==> src/rtl/uart_pkg.sv <==
// Shared types and constants for the sample-to-UART transmit path.
// The byte serialiser and the 16-bit sample wrapper both import this.
package uart_pkg;

  localparam int UART_BYTE_W          = 8;
  localparam int SAMPLE_W             = 16;
  localparam int DEFAULT_CLKS_PER_BIT = 868;  // 100 MHz / 115200

  typedef enum logic [1:0] {
    IDLE,
    START,
    DATA,
    STOP
  } state_t;

  function automatic logic [UART_BYTE_W-1:0] sample_byte(
    input logic [SAMPLE_W-1:0] sample,
    input logic                upper
  );
    return upper ? sample[SAMPLE_W-1 -: UART_BYTE_W] : sample[UART_BYTE_W-1:0];
  endfunction

endpackage

==> src/rtl/uart_tx_byte.sv <==
// 8N1 byte serialiser: START/DATA/STOP state machine and baud counter.
// byte_ready is also high on the last stop-bit cycle so bytes can chain with no idle gap.
module uart_tx_byte
  import uart_pkg::*;
#(
  parameter int CLKS_PER_BIT = DEFAULT_CLKS_PER_BIT
) (
  input  logic                   clk,
  input  logic                   reset,
  input  logic [UART_BYTE_W-1:0] byte_data,
  input  logic                   byte_valid,
  output logic                   byte_ready,
  output logic                   byte_done,
  output logic                   busy,
  output logic                   tx
);

  localparam int CNT_W = $clog2(CLKS_PER_BIT);

  state_t                 state_q, state_d;
  logic [CNT_W-1:0]       baud_cnt;
  logic [2:0]             bit_cnt;
  logic [UART_BYTE_W-1:0] shreg;
  logic                   tx_q;
  logic                   tick;
  logic                   accept;

  assign tick   = (baud_cnt == CNT_W'(CLKS_PER_BIT - 1));
  assign accept = byte_valid && byte_ready;
  assign busy   = (state_q != IDLE);
  assign tx     = tx_q;

  always_comb begin
    // NOTE: every output gets a default first so no path leaves one unassigned and infers a latch.
    state_d    = state_q;
    byte_ready = 1'b0;
    byte_done  = 1'b0;
    case (state_q)
      IDLE: begin
        byte_ready = 1'b1;
        if (byte_valid) state_d = START;
      end
      START: if (tick) state_d = DATA;
      DATA:  if (tick && bit_cnt == 3'd7) state_d = STOP;
      STOP: begin
        if (tick) begin
          byte_done  = 1'b1;
          byte_ready = 1'b1;
          state_d    = byte_valid ? START : IDLE;
        end
      end
      default: state_d = IDLE;
    endcase
  end

  always_ff @(posedge clk) begin
    // NOTE: non-blocking assignments so every register samples pre-edge values.
    if (reset) begin
      state_q  <= IDLE;
      baud_cnt <= '0;
      bit_cnt  <= '0;
      shreg    <= '0;
      tx_q     <= 1'b1;
    end else begin
      state_q <= state_d;
      // Held at zero in IDLE so bit timing starts exactly at the accepting edge.
      if (state_q == IDLE || tick) baud_cnt <= '0;
      else                         baud_cnt <= baud_cnt + 1'b1;

      case (state_q)
        IDLE, STOP: begin
          if (accept) begin
            shreg <= byte_data;
            tx_q  <= 1'b0;
          end else if (state_q == IDLE || tick) begin
            tx_q  <= 1'b1;
          end
        end
        START: begin
          if (tick) begin
            tx_q    <= shreg[0];
            shreg   <= shreg >> 1;
            bit_cnt <= '0;
          end
        end
        DATA: begin
          if (tick) begin
            if (bit_cnt == 3'd7) begin
              tx_q <= 1'b1;
            end else begin
              tx_q    <= shreg[0];
              shreg   <= shreg >> 1;
              bit_cnt <= bit_cnt + 1'b1;
            end
          end
        end
        default: tx_q <= 1'b1;
      endcase
    end
  end

endmodule

==> src/rtl/uart_sample_tx.sv <==
// Sends one 16-bit sample per handshake as two back-to-back 8N1 frames.
// Holds the sample, sequences the two bytes and raises frame_done after the second stop bit.
module uart_sample_tx
  import uart_pkg::*;
#(
  parameter int CLKS_PER_BIT = DEFAULT_CLKS_PER_BIT,
  parameter int MSB_FIRST    = 1
) (
  input  logic        clk,
  input  logic        reset,
  input  logic [15:0] in_data,
  input  logic        in_valid,
  output logic        in_ready,
  output logic        tx_data,
  output logic        busy,
  output logic        frame_done
);

  logic [SAMPLE_W-1:0]    hold_q;
  logic                   bidx_q;
  logic                   frame_done_q;
  logic [UART_BYTE_W-1:0] byte_data;
  logic                   byte_valid;
  logic                   byte_ready;
  logic                   byte_done;
  logic                   byte_busy;
  logic                   first_go;
  logic                   second_go;

  assign in_ready   = !byte_busy;
  assign busy       = byte_busy;
  assign frame_done = frame_done_q;

  // byte_ready while busy only happens on the final stop-bit cycle of a byte.
  assign first_go   = in_valid && in_ready;
  assign second_go  = byte_busy && byte_ready && !bidx_q;
  assign byte_valid = first_go || second_go;
  assign byte_data  = first_go ? sample_byte(in_data, MSB_FIRST != 0)
                               : sample_byte(hold_q, MSB_FIRST == 0);

  uart_tx_byte #(
    .CLKS_PER_BIT(CLKS_PER_BIT)
  ) u_tx_byte (
    .clk       (clk),
    .reset     (reset),
    .byte_data (byte_data),
    .byte_valid(byte_valid),
    .byte_ready(byte_ready),
    .byte_done (byte_done),
    .busy      (byte_busy),
    .tx        (tx_data)
  );

  always_ff @(posedge clk) begin
    if (reset) begin
      hold_q       <= '0;
      bidx_q       <= 1'b0;
      frame_done_q <= 1'b0;
    end else begin
      frame_done_q <= byte_done && bidx_q;
      if (first_go) begin
        hold_q <= in_data;
        bidx_q <= 1'b0;
      end else if (second_go) begin
        bidx_q <= 1'b1;
      end
    end
  end

endmodule

==> config.mk <==
export PLATFORM = sky130hd
export DESIGN_NAME = uart_sample_tx
export DESIGN_NICKNAME = d
export VERILOG_FILES = /design/src/rtl/uart_pkg.sv /design/src/rtl/uart_tx_byte.sv /design/src/rtl/uart_sample_tx.sv
export SDC_FILE = /design/constraint.sdc
export NUM_CORES = 1
export LEC_CHECK = 0
export ABC_AREA = 1
export CAP_MARGIN = 0
export CORE_MARGIN = 2
export CORE_UTILIZATION = 25
export CTS_BUF_LIST = sky130_fd_sc_hd__clkbuf_8
export CTS_CLUSTER_SIZE = 40
export DETAILED_ROUTE_END_ITERATION = 8
export PLACE_DENSITY = 0.44
export SYNTH_ARGS = -nofsm -noshare
export SYNTH_HDL_FRONTEND = slang
export SYNTH_SLANG_ARGS = --single-unit
export TNS_END_PERCENT = 5
==> constraint.sdc <==
create_clock -name clk -period 4.14 [get_ports clk]
set_input_delay 0.828 -clock clk [delete_from_list [all_inputs] [get_ports clk]]
set_output_delay 0.828 -clock clk [all_outputs]
set_load 0.02 [all_outputs]
# After elaboration in Yosys (flattened, before gate mapping)
# Index checks and enable logic that the tools add are counted.
dict set report classes {
  n_addsub 2
  mul 0
  div_mod_pow 0
  magnitude_cmp 0
  n_eq_ne 13
  shift 0
  mux 25
  n_bitwise 0
  n_reduce_logical 20
}
# op n
set op_table {}
lappend op_table {{two-way mux 8 bit} 5}
lappend op_table {{case mux 8 bit (3 select lines)} 1}
lappend op_table {{inequality test 2 x 1 -> 1 bit (second input constant)} 6}
lappend op_table {{AND reduction 4 bit} 3}
lappend op_table {{adder 10 x 1 -> 10 bit (second input constant)} 1}
lappend op_table {{== test 10 bit (second input constant)} 1}
lappend op_table {{two-way mux 3 bit} 3}
lappend op_table {{two-way mux 1 bit} 8}
lappend op_table {{two-way mux 2 bit} 4}
lappend op_table {{case mux 2 bit (4 select lines)} 1}
lappend op_table {{logical AND 1 bit} 6}
lappend op_table {{case mux 3 bit (2 select lines)} 1}
lappend op_table {{OR reduction 2 bit} 3}
lappend op_table {{== test 2 bit (second input constant)} 2}
lappend op_table {{nonzero test 2 bit} 2}
lappend op_table {{adder 3 x 1 -> 3 bit (second input constant)} 1}
lappend op_table {{== test 3 bit (second input constant)} 1}
lappend op_table {{inequality test 3 x 1 -> 1 bit (second input constant)} 1}
lappend op_table {{case mux 1 bit (3 select lines)} 1}
lappend op_table {{AND reduction 3 bit} 1}
lappend op_table {{== test 2 x 1 -> 1 bit (second input constant)} 1}
lappend op_table {{logical NOT 1 bit} 2}
lappend op_table {{logical NOT 2 bit} 1}
lappend op_table {{logical OR 1 bit} 2}
lappend op_table {{other kinds (2)} 2}
dict set report totals {
  register_bits 34
  latch_bits 0
  ramBits 0
  mem_bits_ro 0
  inputBits 19
  out_inout_bits 4
  elab_cells 68
  mem_count 0
}

# Depth between registers and ports, before layout
# Gate-level depths: netlist of the first run.
dict set report logic_depth {
  word_depth 9
  mapped_depth 11
  depth_no_buf 11
}

# Modules after synthesis
# Synthesis of the first run repeated with hierarchy kept, for this count alone.
dict set report unflattened {
  cells_unflattened 239
  hier_area_um2 1876.8
}
# mod instances cells_each area_each_um2 seq_area_each_um2
set modules_own_cells {}
lappend modules_own_cells {uart_tx_byte 1 175 1381.3 480.5}
lappend modules_own_cells {uart_sample_tx 1 64 495.5 200.2}

# Worst setup path before layout of the first run
# Ideal clock, no wire load.
dict set report synth_path {
  path_type {reg-to-output}
  startpoint {register u_tx_byte.state_q[0]}
  endpoint {output port busy}
  arrival_time_ns 0.971
  t_required_ns 3.312
  path_slack_ns 2.341
  stages_incl_launch_ff 4
  path_buffers 0
  path_cell_list {dfxtp_1 -> inv_1 -> ha_1 -> inv_1}
}
dict set report synth_between {
  elab_chain_cells 1
}
# element line_no
set synth_lines {}
lappend synth_lines {{start, declared} uart_tx_byte.sv:20} ;# state_t state_q, state_d;
lappend synth_lines {{start signal, assigned} uart_tx_byte.sv:65} ;# state_q <= state_d;
lappend synth_lines {{nonzero test 2 bit} uart_tx_byte.sv:30} ;# assign busy = (state_q != IDLE);
lappend synth_lines {{end, declared} uart_sample_tx.sv:15} ;# output logic busy,
# No other way between the ends.

# Worst setup path after layout of the first run
# Ends and elaborated chain as after synthesis.

==> results.md, run 1 <==
- Setup violation total in the final timing report: 0
- Detailed Place HPWL: approximately 2700 microns
- Final Instance Area: between 2000 and 2500 sq um
- RSZ-0062 raised after global routing: no
- Starting DRT DRC Count: 40
- Setup ws final: 1450 ps
- Startpoint types: flip-flop
- Die Height: approximately 87 microns
- Drt drc: 0
- Die Area: 7570 sq um
- Pin count of the biggest net entering global routing: 19
- Worst skew pair latency: 290 ps
- DRT Pass-1 Iters: 4
- Routability cong.: approximately 0.76
- Root buf cell: clkbuf_8
- Share of cells above drive strength 1: 13.5%
- Synth warnings: 0
- Max Buffers Root-to-Sink: 2
- WL/cell: 11.4 microns
- Synthesis-to-finish area growth: 22.4%
- Dpl ws: 1290 ps
- WP data required: between 3000 and 4000 ps
- Cell Pwr Density: approximately 550 nW/um^2
- Routed Antenna Nets: 0
- Number of buffers added on ports: 22
- # Max-Cap Violations: 0
- Layout Nets: about 280
- Relative slew slack: 62.6%
- Worst Tran Pin Value: roughly 560 ps
- Cell taking the most area after synthesis: dfxtp_1
- Diode count: 0
- Num CTS Buffers: 5
- Count leader, synth: nand2_1
- Status: complete, no violations
- Hold_buf cts: 0
- Gr busiest metal: met2
- Mapped Cells: around 230
- Core area: between 6000 and 7000 sq um
- GR met2 Demand/Resource: 16.9%
- First-pass GRT wire length: 6640 microns
- Grt ovf: 0
- Synth Flop Type: dfxtp_1
- Final setup TNS: 0 ps
- Synth top cells by count: 54 x nand2_1, 34 x dfxtp_1, 28 x a21oi_1
- Worst setup path category: reg -> out
- Clock slew at reported path FFs: ~70 ps
- I/O pin total: 23
- Mapped cell area: 1720 sq um
- Clock Skew: ~3.7 ps
- Final-report hold violation count: 0
- Syn_nets: 253
- Post-layout util: 31.4%
- Via density: 4.25
- Fraction of registers with async set/reset: 0%
- Pleak: just under 0.9 nW
- Met1 Resource Use GR: roughly 15%
- Synth unique cells: 36
- Tcrit/Tclk final: 64.9%
- Max Slew Vio Count: 0
- Synth top area cells: dfxtp_1 40%, nand2_1 12%, a21oi_1 8.1%
- CTS tree: built
- CP max FO: 5
- Yosys reg bits: 34
- Sink Count: 34
- Initial antenna violation count: 0
- Synth top area share: 39.5%
- EDFF count, synth: 0
- Post-CTS setup buffers: 0
- Initial Utilization: 25.6%
- Cell Area, Placed: around 2000 sq um
- Tot GR Track Use: approximately 11%
- Via count: between 1000 and 1500
- H-tree depth: 2
- Peak supply drop: 0.377 mV
- Min Tclk post-route: around 2700 ps
- Endpoint class of the critical path: output pin
- Vias in the first global route: around 1400
- Syn avg cell area: between 7 and 8 sq um
- Max Clk Rate: 372 MHz
- Hold Path Class: reg -> reg
- CP Data Arrival Time: 1860 ps
- # rows: 30
- GRT met3 Usage: approximately 2.7%
- Routed WL: ~3800 microns
- CTS resizes: 0
- Sequential share of the synthesized area: 39.5%
- Die W: 87.0 microns
==> metrics by stage <==
step	power (W)	hold slack, ps	instances
floorplan	0.000793	429	227
global placement	0.000924	440	323
detailed placement	0.000920	460	323
CTS	0.00118	473	331
global route	0.00128	496	331
finish	0.00116	462	331
==> metal layers <==
| metal | part of all wire, % | vias up |
|---|---|---|
| met5 | 0 | - |
| li1 | - | 778 |
| met2 | 45 | 17 |
| met3 | 2.9 | 5 |
| met1 | 51 | 606 |
| met4 | 1.8 | 0 |
==> flip-flops by register name, indices dropped and copies added (netlist names) <==
| register | flops |
|---|---|
| u_tx_byte.baud_cnt | 10 |
| hold_q | 8 |
| u_tx_byte.shreg | 8 |
| u_tx_byte.bit_cnt | 3 |
| u_tx_byte.state_q | 2 |
| bidx_q | 1 |
| frame_done | 1 |
| u_tx_byte.tx | 1 |
==> path summary, 6_finish.rpt <==
check	startpoint	end	slack, ps	cells past startpoint
max	u_tx_byte.state_q[0]$_SDFFE_PP0P_	busy	1450	4
min	u_tx_byte.baud_cnt[0]$_SDFF_PP0_	u_tx_byte.baud_cnt[0]$_SDFF_PP0_	460	1
min reg2reg	u_tx_byte.baud_cnt[0]$_SDFF_PP0_	u_tx_byte.baud_cnt[0]$_SDFF_PP0_	460	1
max reg2reg	u_tx_byte.state_q[0]$_SDFFE_PP0P_	u_tx_byte.shreg[5]$_SDFFE_PP0P_	1850	10
==> kinds of logic (layout without fill, tap and decap cells) <==
family	count (synthesis)	count (layout)	synth area share [%]
and+or+nand+nor	115	115	33.8
AOI/OAI and AO/OA	41	41	14.0
DFF	34	34	39.5
buffers and inverters	28	52	6.61
adders and majority gates	7	7	5.08
xor gates and xnor gates	2	2	1.02
==> critical path, cell delays in order (launching register included) <==
cell and delay [ps]:
dfxtp_1 400, inv_1 90, ha_1 260, inv_1 190, clkdlybuf4s50_1 640
==> layout make-up <==
| type | count | area, sq um |
|---|---|---|
| Multi-Input combinational cell | 165 | 928 |
| Timing Repair Buffer | 22 | 220 |
| Tap cell | 80 | 100 |
| Sequential cell | 34 | 681 |
| Fill cell | 702 | 4610 |
| Inverter | 22 | 87.6 |
| Clock inverter | 2 | 8.76 |
| Clock buffer | 6 | 82.6 |
==> power breakdown <==
group	switching (W)	total (W)	internal, W
combinational	0.000317	0.000496	0.000179
clock	0.000125	0.000257	0.000132
sequential	0.0000295	0.000411	0.000382
total	0.000471	0.00116	0.000693
==> layout by cell type (no fill, tap or decap), types with 2 or more instances in the layout <==
cell type	count
inv_1	17
a21oi_1	28
nor2_2	3
nand2_1	54
o211a_1	3
clkdlybuf4s50_1	22
nand3_2	2
xor2_1	2
or2_2	2
dfxtp_1	34
nor3b_1	2
nand2_4	2
nor2_1	22
ha_1	7
o21ai_0	3
inv_2	4
nand2_2	3
nor3_1	2
clkbuf_8	6
nor2_4	4
o21ai_1	2
nand3_1	13
Note: power is estimated with default switching activity, not from simulation.
==> inputs of run 2 (changes only) <==
==> constraint.sdc (replaced) <==
create_clock -name clk -period 2.7 [get_ports clk]
set_input_delay 0.54 -clock clk [delete_from_list [all_inputs] [get_ports clk]]
set_output_delay 0.54 -clock clk [all_outputs]
set_load 0.02 [all_outputs]
==> results.md, run 2 (synthesized netlist as in run 1, its figures left out) <==
- Post-CTS setup buffers: 0 (unchanged)
- Dpl ws: 572 ps (-714 ps)
- Final setup TNS: 0 ps (unchanged)
- Crit path launch: u_tx_byte.state_q[0]$_SDFFE_PP0P_
- Clock Skew: 9.57 ps (+5.83 ps)
- Min Tclk post-route: roughly 2400 ps
- Routability cong.: 0.712 (-6.0%)
- Most flops, register: u_tx_byte.baud_cnt
- Num CTS Buffers: 5 (unchanged)
- Initial antenna violation count: 0 (unchanged)
- Worst skew pair latency: 290 ps (about the same)
- Hold_buf cts: 0 (unchanged)
- Peak supply drop: 0.519 mV (+38%)
- Switch Pwr: 0.000728 W (+54%)
- Combinational Power Share: 43.1% (+0.5 points)
- Die Area: 7570 sq um (unchanged)
- Diode count: 0 (unchanged)
- First-pass GRT wire length: 6810 microns (+2.5%)
- # Max-Cap Violations: 0 (unchanged)
- CTS resizes: 0 (unchanged)
- Reg2reg start: u_tx_byte.state_q[0]$_SDFFE_PP0P_
- Setup violation total in the final timing report: 0 (unchanged)
- Most frequent cells in the layout: 54 x nand2_1, 34 x dfxtp_1, 28 x a21oi_1, 22 x nor2_1, 22 x clkdlybuf4s50_1
- Routed Antenna Nets: 0 (unchanged)
- Post-layout util: 31.8% (+0.45 points)
- Startpoint types: flip-flop
- Routed WL: 3810 microns (+1.2%)
- Detailed Place HPWL: 2740 microns (+0.28%)
- Max Slew Vio Count: 0 (unchanged)
- Root buf cell: clkbuf_8
- Worst Tran Pin Value: 445 ps (-115 ps)
- Min-delay src: u_tx_byte.baud_cnt[0]$_SDFF_PP0_
- Status: complete, no violations
- Clock slew at reported path FFs: 70 ps (about the same)
- Die Height: 87.0 microns (unchanged)
- Endpoint class of the critical path: output pin
- Drt drc: 0 (unchanged)
- Layout Nets: 280 (+1.4%)
- Sequential power share: 35.1% (-0.3 points)
- Starting DRT DRC Count: 32 (-20%)
- Initial Utilization: 25.6% (unchanged)
- Tot GR Track Use: 11.6% (+0.39 points)
- Setup ws final: 287 ps (-1170 ps)
- Cell Pwr Density: 843 nW/um^2 (+53%)
- Hold Path Class: reg -> reg
- Share of cells above drive strength 1: 14.9% (+1.4 points)
- Cell Area, Placed: 2050 sq um (+1.5%)
- FILL cells: 741 (+5.6%)
- Largest register FFs: 10 (unchanged)
- Grt ovf: 0 (unchanged)
- Via count: 1464 (+4.1%)
- P_int: 0.00108 W (+55%)
- Pin count of the biggest net entering global routing: 19 (unchanged)
- Synthesis-to-finish area growth: 24.1%
- CTS tree: built
- Commonest non-fill, non-tap cell in the layout: nand2_1
- Final Instance Area: 2140 sq um (+1.4%)
- Max Clk Rate: approximately 410 MHz
- Core area: 6720 sq um (unchanged)
- Relative slew slack: 70.1% (+7.5 points)
- Sw frac: 40.3% (-0.13 points)
- Number of buffers added on ports: 22 (unchanged)
- WP data required: 2160 ps (-1150 ps)
- I/O pin total: 23 (unchanged)
- Pleak: 0.897 nW (+2.2%)
- CP Data Arrival Time: 1870 ps (about the same)
- Worst setup path category: reg -> out
- Vias in the first global route: 1460 (+3.2%)
- CP max FO: 5 (unchanged)
- Tcrit/Tclk final: 89.4%
- WL/cell: 11.4 microns (about the same)
- Max Buffers Root-to-Sink: 2 (unchanged)
- H-tree depth: 2 (unchanged)
- RSZ-0062 raised after global routing: no
- DRT Pass-1 Iters: 4 (unchanged)
- Top Registers: u_tx_byte.baud_cnt x10, hold_q x8, u_tx_byte.shreg x8
- Die W: 87.0 microns (unchanged)
- Final-report hold violation count: 0 (unchanged)
- Sink Count: 34 (unchanged)
- # rows: 30 (unchanged)
- Clk network pwr share: 21.8% (-0.3 points)
- Via density: 4.37 (+2.9%)
[run 2: per-layer routing]
layer / wire [microns] / share of wire, % / global-route usage [%] / vias to the layer above
met4: 49 / 1.3 / 4.26 / 0
met1: 1930 / 51 / 14.9 / 652
met5: 0 / 0 / 0 / -
met2: 1700 / 44 / 18.2 / 20
li1: - / - / - / 790
met3: 131 / 3.4 / 3.41 / 2
[run 2: area by class of cell]
cell class / instances / area, sq um / share of cell area [%]
inverters: 22 / 87.6 / 4.10
repair buffers: 26 / 250 / 11.7
well taps: 80 / 100 / 4.68
flip-flops and latches: 34 / 681 / 31.8
multi-input cells: 165 / 928 / 43.4
clock inverters: 2 / 8.76 / 0.410
clock buffers: 6 / 82.6 / 3.86
[run 2: per-stage QoR]
step / hold slack [ps] / cells / power, W
finish: 460 / 335 / 0.00180
global route: 489 / 335 / 0.00197
CTS: 468 / 335 / 0.00183
global placement: 446 / 327 / 0.00144
detailed placement: 458 / 327 / 0.00143
floorplan: 429 / 227 / 0.00122
[run 2: power groups by stage]
stage / sequential, W / combinational [W] / clock [W]
6_report: 0.000632 / 0.000778 / 0.000393
5_1_grt: 0.000643 / 0.000897 / 0.000429
4_1_cts: 0.000632 / 0.000792 / 0.000408
3_5_place_dp: 0.000642 / 0.000788 / 0
3_3_place_gp: 0.000644 / 0.000801 / 0
2_1_floorplan: 0.000637 / 0.000578 / 0
[run 2: final timing paths]
| path | end | slack (ps) | depth (start not counted) |
|---|---|---|---|
| worst max-delay path | busy | 290 | 4 |
| worst min-delay path | u_tx_byte.baud_cnt[0]$_SDFF_PP0_ | 460 | 1 |
| worst max register to register | u_tx_byte.shreg[4]$_SDFFE_PP0P_ | 780 | 10 |
| worst min register to register | u_tx_byte.baud_cnt[0]$_SDFF_PP0_ | 460 | 1 |
[run 2: critical path: stages, from the launching register on]
cell and delay (ps):
dfxtp_1 410, inv_1 90, ha_1 250, inv_1 200, clkdlybuf4s50_1 640
==> inputs of run 3 (changes only) <==
--- a/config.mk
+++ b/config.mk
@@ -12,6 +12,7 @@
 export CTS_BUF_LIST = sky130_fd_sc_hd__clkbuf_8
 export CTS_CLUSTER_SIZE = 40
 export DETAILED_ROUTE_END_ITERATION = 8
+export HOLD_SLACK_MARGIN = 0.08
 export PLACE_DENSITY = 0.44
 export SYNTH_ARGS = -nofsm -noshare
 export SYNTH_HDL_FRONTEND = slang
==> constraint.sdc (replaced) <==
create_clock -name clk -period 2.93 [get_ports clk]
set_input_delay 0.586 -clock clk [delete_from_list [all_inputs] [get_ports clk]]
set_output_delay 0.586 -clock clk [all_outputs]
set_load 0.02 [all_outputs]
==> results.md, run 3 (synthesized netlist as in run 1, its figures left out) <==
- Status: complete, no violations
- FILL cells: 708 (-4.5%)
- Relative slew slack: 62.3% (-7.8 points)
- Worst Tran Pin Value: 565 ps (+120 ps)
- Max Clk Rate: a little over 400 MHz
- Core area: 6720 sq um (unchanged)
- RSZ-0062 raised after global routing: no
- Worst skew pair latency: 290 ps (about the same)
- DRT Pass-1 Iters: 4 (unchanged)
- Hold_ws: 465 ps (+4.47 ps)
- Share of cells above drive strength 1: 14.6% (-0.28 points)
- Routability cong.: 0.720 (+1.2%)
- Commonest non-fill, non-tap cell in the layout: nand2_1
- Largest register FFs: 10 (unchanged)
- Dpl ws: 661 ps (+89.2 ps)
- Via count: 1508 (+3.0%)
- Drt drc: 0 (unchanged)
- # rows: 30 (unchanged)
- Cell Pwr Density: 808 nW/um^2 (-4.2%)
- Num CTS Buffers: 5 (unchanged)
- Initial antenna violation count: 0 (unchanged)
- Final-report hold violation count: 0 (unchanged)
- Root buf cell: clkbuf_8
- Min-delay src: u_tx_byte.baud_cnt[0]$_SDFF_PP0_
- Reg2reg start: u_tx_byte.state_q[0]$_SDFFE_PP0P_
- Reg-to-reg slack, setup: 910 ps (+130 ps)
- Peak supply drop: 0.455 mV (-12%)
- H-tree depth: 2 (unchanged)
- I/O pin total: 23 (unchanged)
- Most frequent cells in the layout: 54 x nand2_1, 34 x dfxtp_1, 28 x a21oi_1, 22 x nor2_1, 22 x clkdlybuf4s50_1
- Synthesis-to-finish area growth: 24.5%
- Area of the multi-input gates: 928 sq um (unchanged)
- Pleak: 0.885 nW (-1.3%)
- Initial Utilization: 25.6% (unchanged)
- CP max FO: 5 (unchanged)
- Tcrit/Tclk final: around 83%
- Area of all sequential standard cells: 681 sq um (unchanged)
- Sink Count: 34 (unchanged)
- First-pass GRT wire length: 6420 microns (-5.7%)
- Grt ovf: 0 (unchanged)
- Hold_buf cts: 0 (unchanged)
- Die Area: 7570 sq um (unchanged)
- Final setup TNS: 0 ps (unchanged)
- CP Data Arrival Time: 1850 ps (-20 ps)
- Via density: 4.53 (+3.6%)
- # Max-Cap Violations: 0 (unchanged)
- Worst R2R End: u_tx_byte.tx$_SDFFE_PP1P_
- Min Tclk post-route: about 2400 ps
- Top Registers: u_tx_byte.baud_cnt x10, hold_q x8, u_tx_byte.shreg x8
- Hold path cells: 1 (unchanged)
- Routed Antenna Nets: 0 (unchanged)
- Worst setup path category: reg -> out
- Hold Path Class: reg -> reg
- Vias in the first global route: 1432 (-1.9%)
- Max Buffers Root-to-Sink: 2 (unchanged)
- Max Slew Vio Count: 0 (unchanged)
- CTS resizes: 0 (unchanged)
- Reg2reg path depth: 8 (-2)
- Setup ws final: 496 ps (+209 ps)
- CTS tree: built
- Number of buffers added on ports: 22 (unchanged)
- Diode count: 0 (unchanged)
- Routed WL: 3730 microns (-2.0%)
- Detailed Place HPWL: 2780 microns (+1.7%)
- Layout Nets: 278 (-0.71%)
- Most flops, register: u_tx_byte.baud_cnt
- Hold EP: u_tx_byte.baud_cnt[0]$_SDFF_PP0_
- WL/cell: 11.2 microns (-1.4%)
- Post-CTS setup buffers: 0 (unchanged)
- Pin count of the biggest net entering global routing: 19 (unchanged)
- Clock Skew: 7.56 ps (-2.01 ps)
- Die Height: 87.0 microns (unchanged)
- Endpoint class of the critical path: output pin
- Tot GR Track Use: 10.8% (-0.72 points)
- WP data required: 2340 ps (+180 ps)
- Clock slew at reported path FFs: 80 ps (about the same)
- Setup violation total in the final timing report: 0 (unchanged)
- Die W: 87.0 microns (unchanged)
- Startpoint types: flip-flop
- Starting DRT DRC Count: 49 (+53%)
==> run 3: power breakdown <==
| part | switching (W) | total, W | internal, W |
|---|---|---|---|
| sequential | 0.0000406 | 0.000580 | 0.000539 |
| combinational | 0.000449 | 0.000707 | 0.000259 |
| clock | 0.000193 | 0.000446 | 0.000253 |
| total | 0.000682 | 0.00173 | 0.00105 |
==> run 3: layout make-up <==
type / count / area share, %
Clock buffer: 5 / 3.21
Multi-Input combinational cell: 165 / 43.3
Timing Repair Buffer: 24 / 11.0
Tap cell: 80 / 4.66
Inverter: 22 / 4.08
Clock inverter: 3 / 2.10
Sequential cell: 34 / 31.7
==> run 3: per-layer routing <==
| metal | vias up | GRT usage, % | routed length [microns] |
|---|---|---|---|
| met3 | 2 | 2.65 | 101 |
| met4 | 0 | 4.69 | 41 |
| met2 | 20 | 17.0 | 1730 |
| met5 | - | 0 | 0 |
| li1 | 791 | - | - |
| met1 | 695 | 14.1 | 1860 |
==> run 3: worst max path at each step <==
stage / start / end / slack [ps] / cells past startpoint
after CTS: u_tx_byte.state_q[0]$_SDFFE_PP0P_ / busy / 470 / 4
after floorplan: u_tx_byte.state_q[0]$_SDFFE_PP0P_ / u_tx_byte.shreg[7]$_SDFFE_PP0P_ / 1240 / 9
after global routing: u_tx_byte.state_q[0]$_SDFFE_PP0P_ / busy / 420 / 4
after global placement: in_valid / u_tx_byte.shreg[0]$_SDFFE_PP0P_ / 700 / 9
after detailed placement: in_valid / u_tx_byte.shreg[0]$_SDFFE_PP0P_ / 660 / 9
final: u_tx_byte.state_q[0]$_SDFFE_PP0P_ / busy / 500 / 4
==> run 3: critical path, cell delays in order, from the launching register on <==
cell             delay, ps
dfxtp_1                400
inv_1                   80
ha_1                   250
inv_1                  190
clkdlybuf4s50_1        640
==> run 3: per-stage QoR <==
stage                     cell area, sq um  instances  utilization, %  total power, W
after floorplan                       1720        227               -         0.00112
after global placement                2030        325            30.2         0.00132
after detailed placement              2030        325            30.2         0.00131
after CTS                             2150        333            31.9         0.00176
after global routing                  2150        333            31.9         0.00188
final                                 2150        333            31.9         0.00173
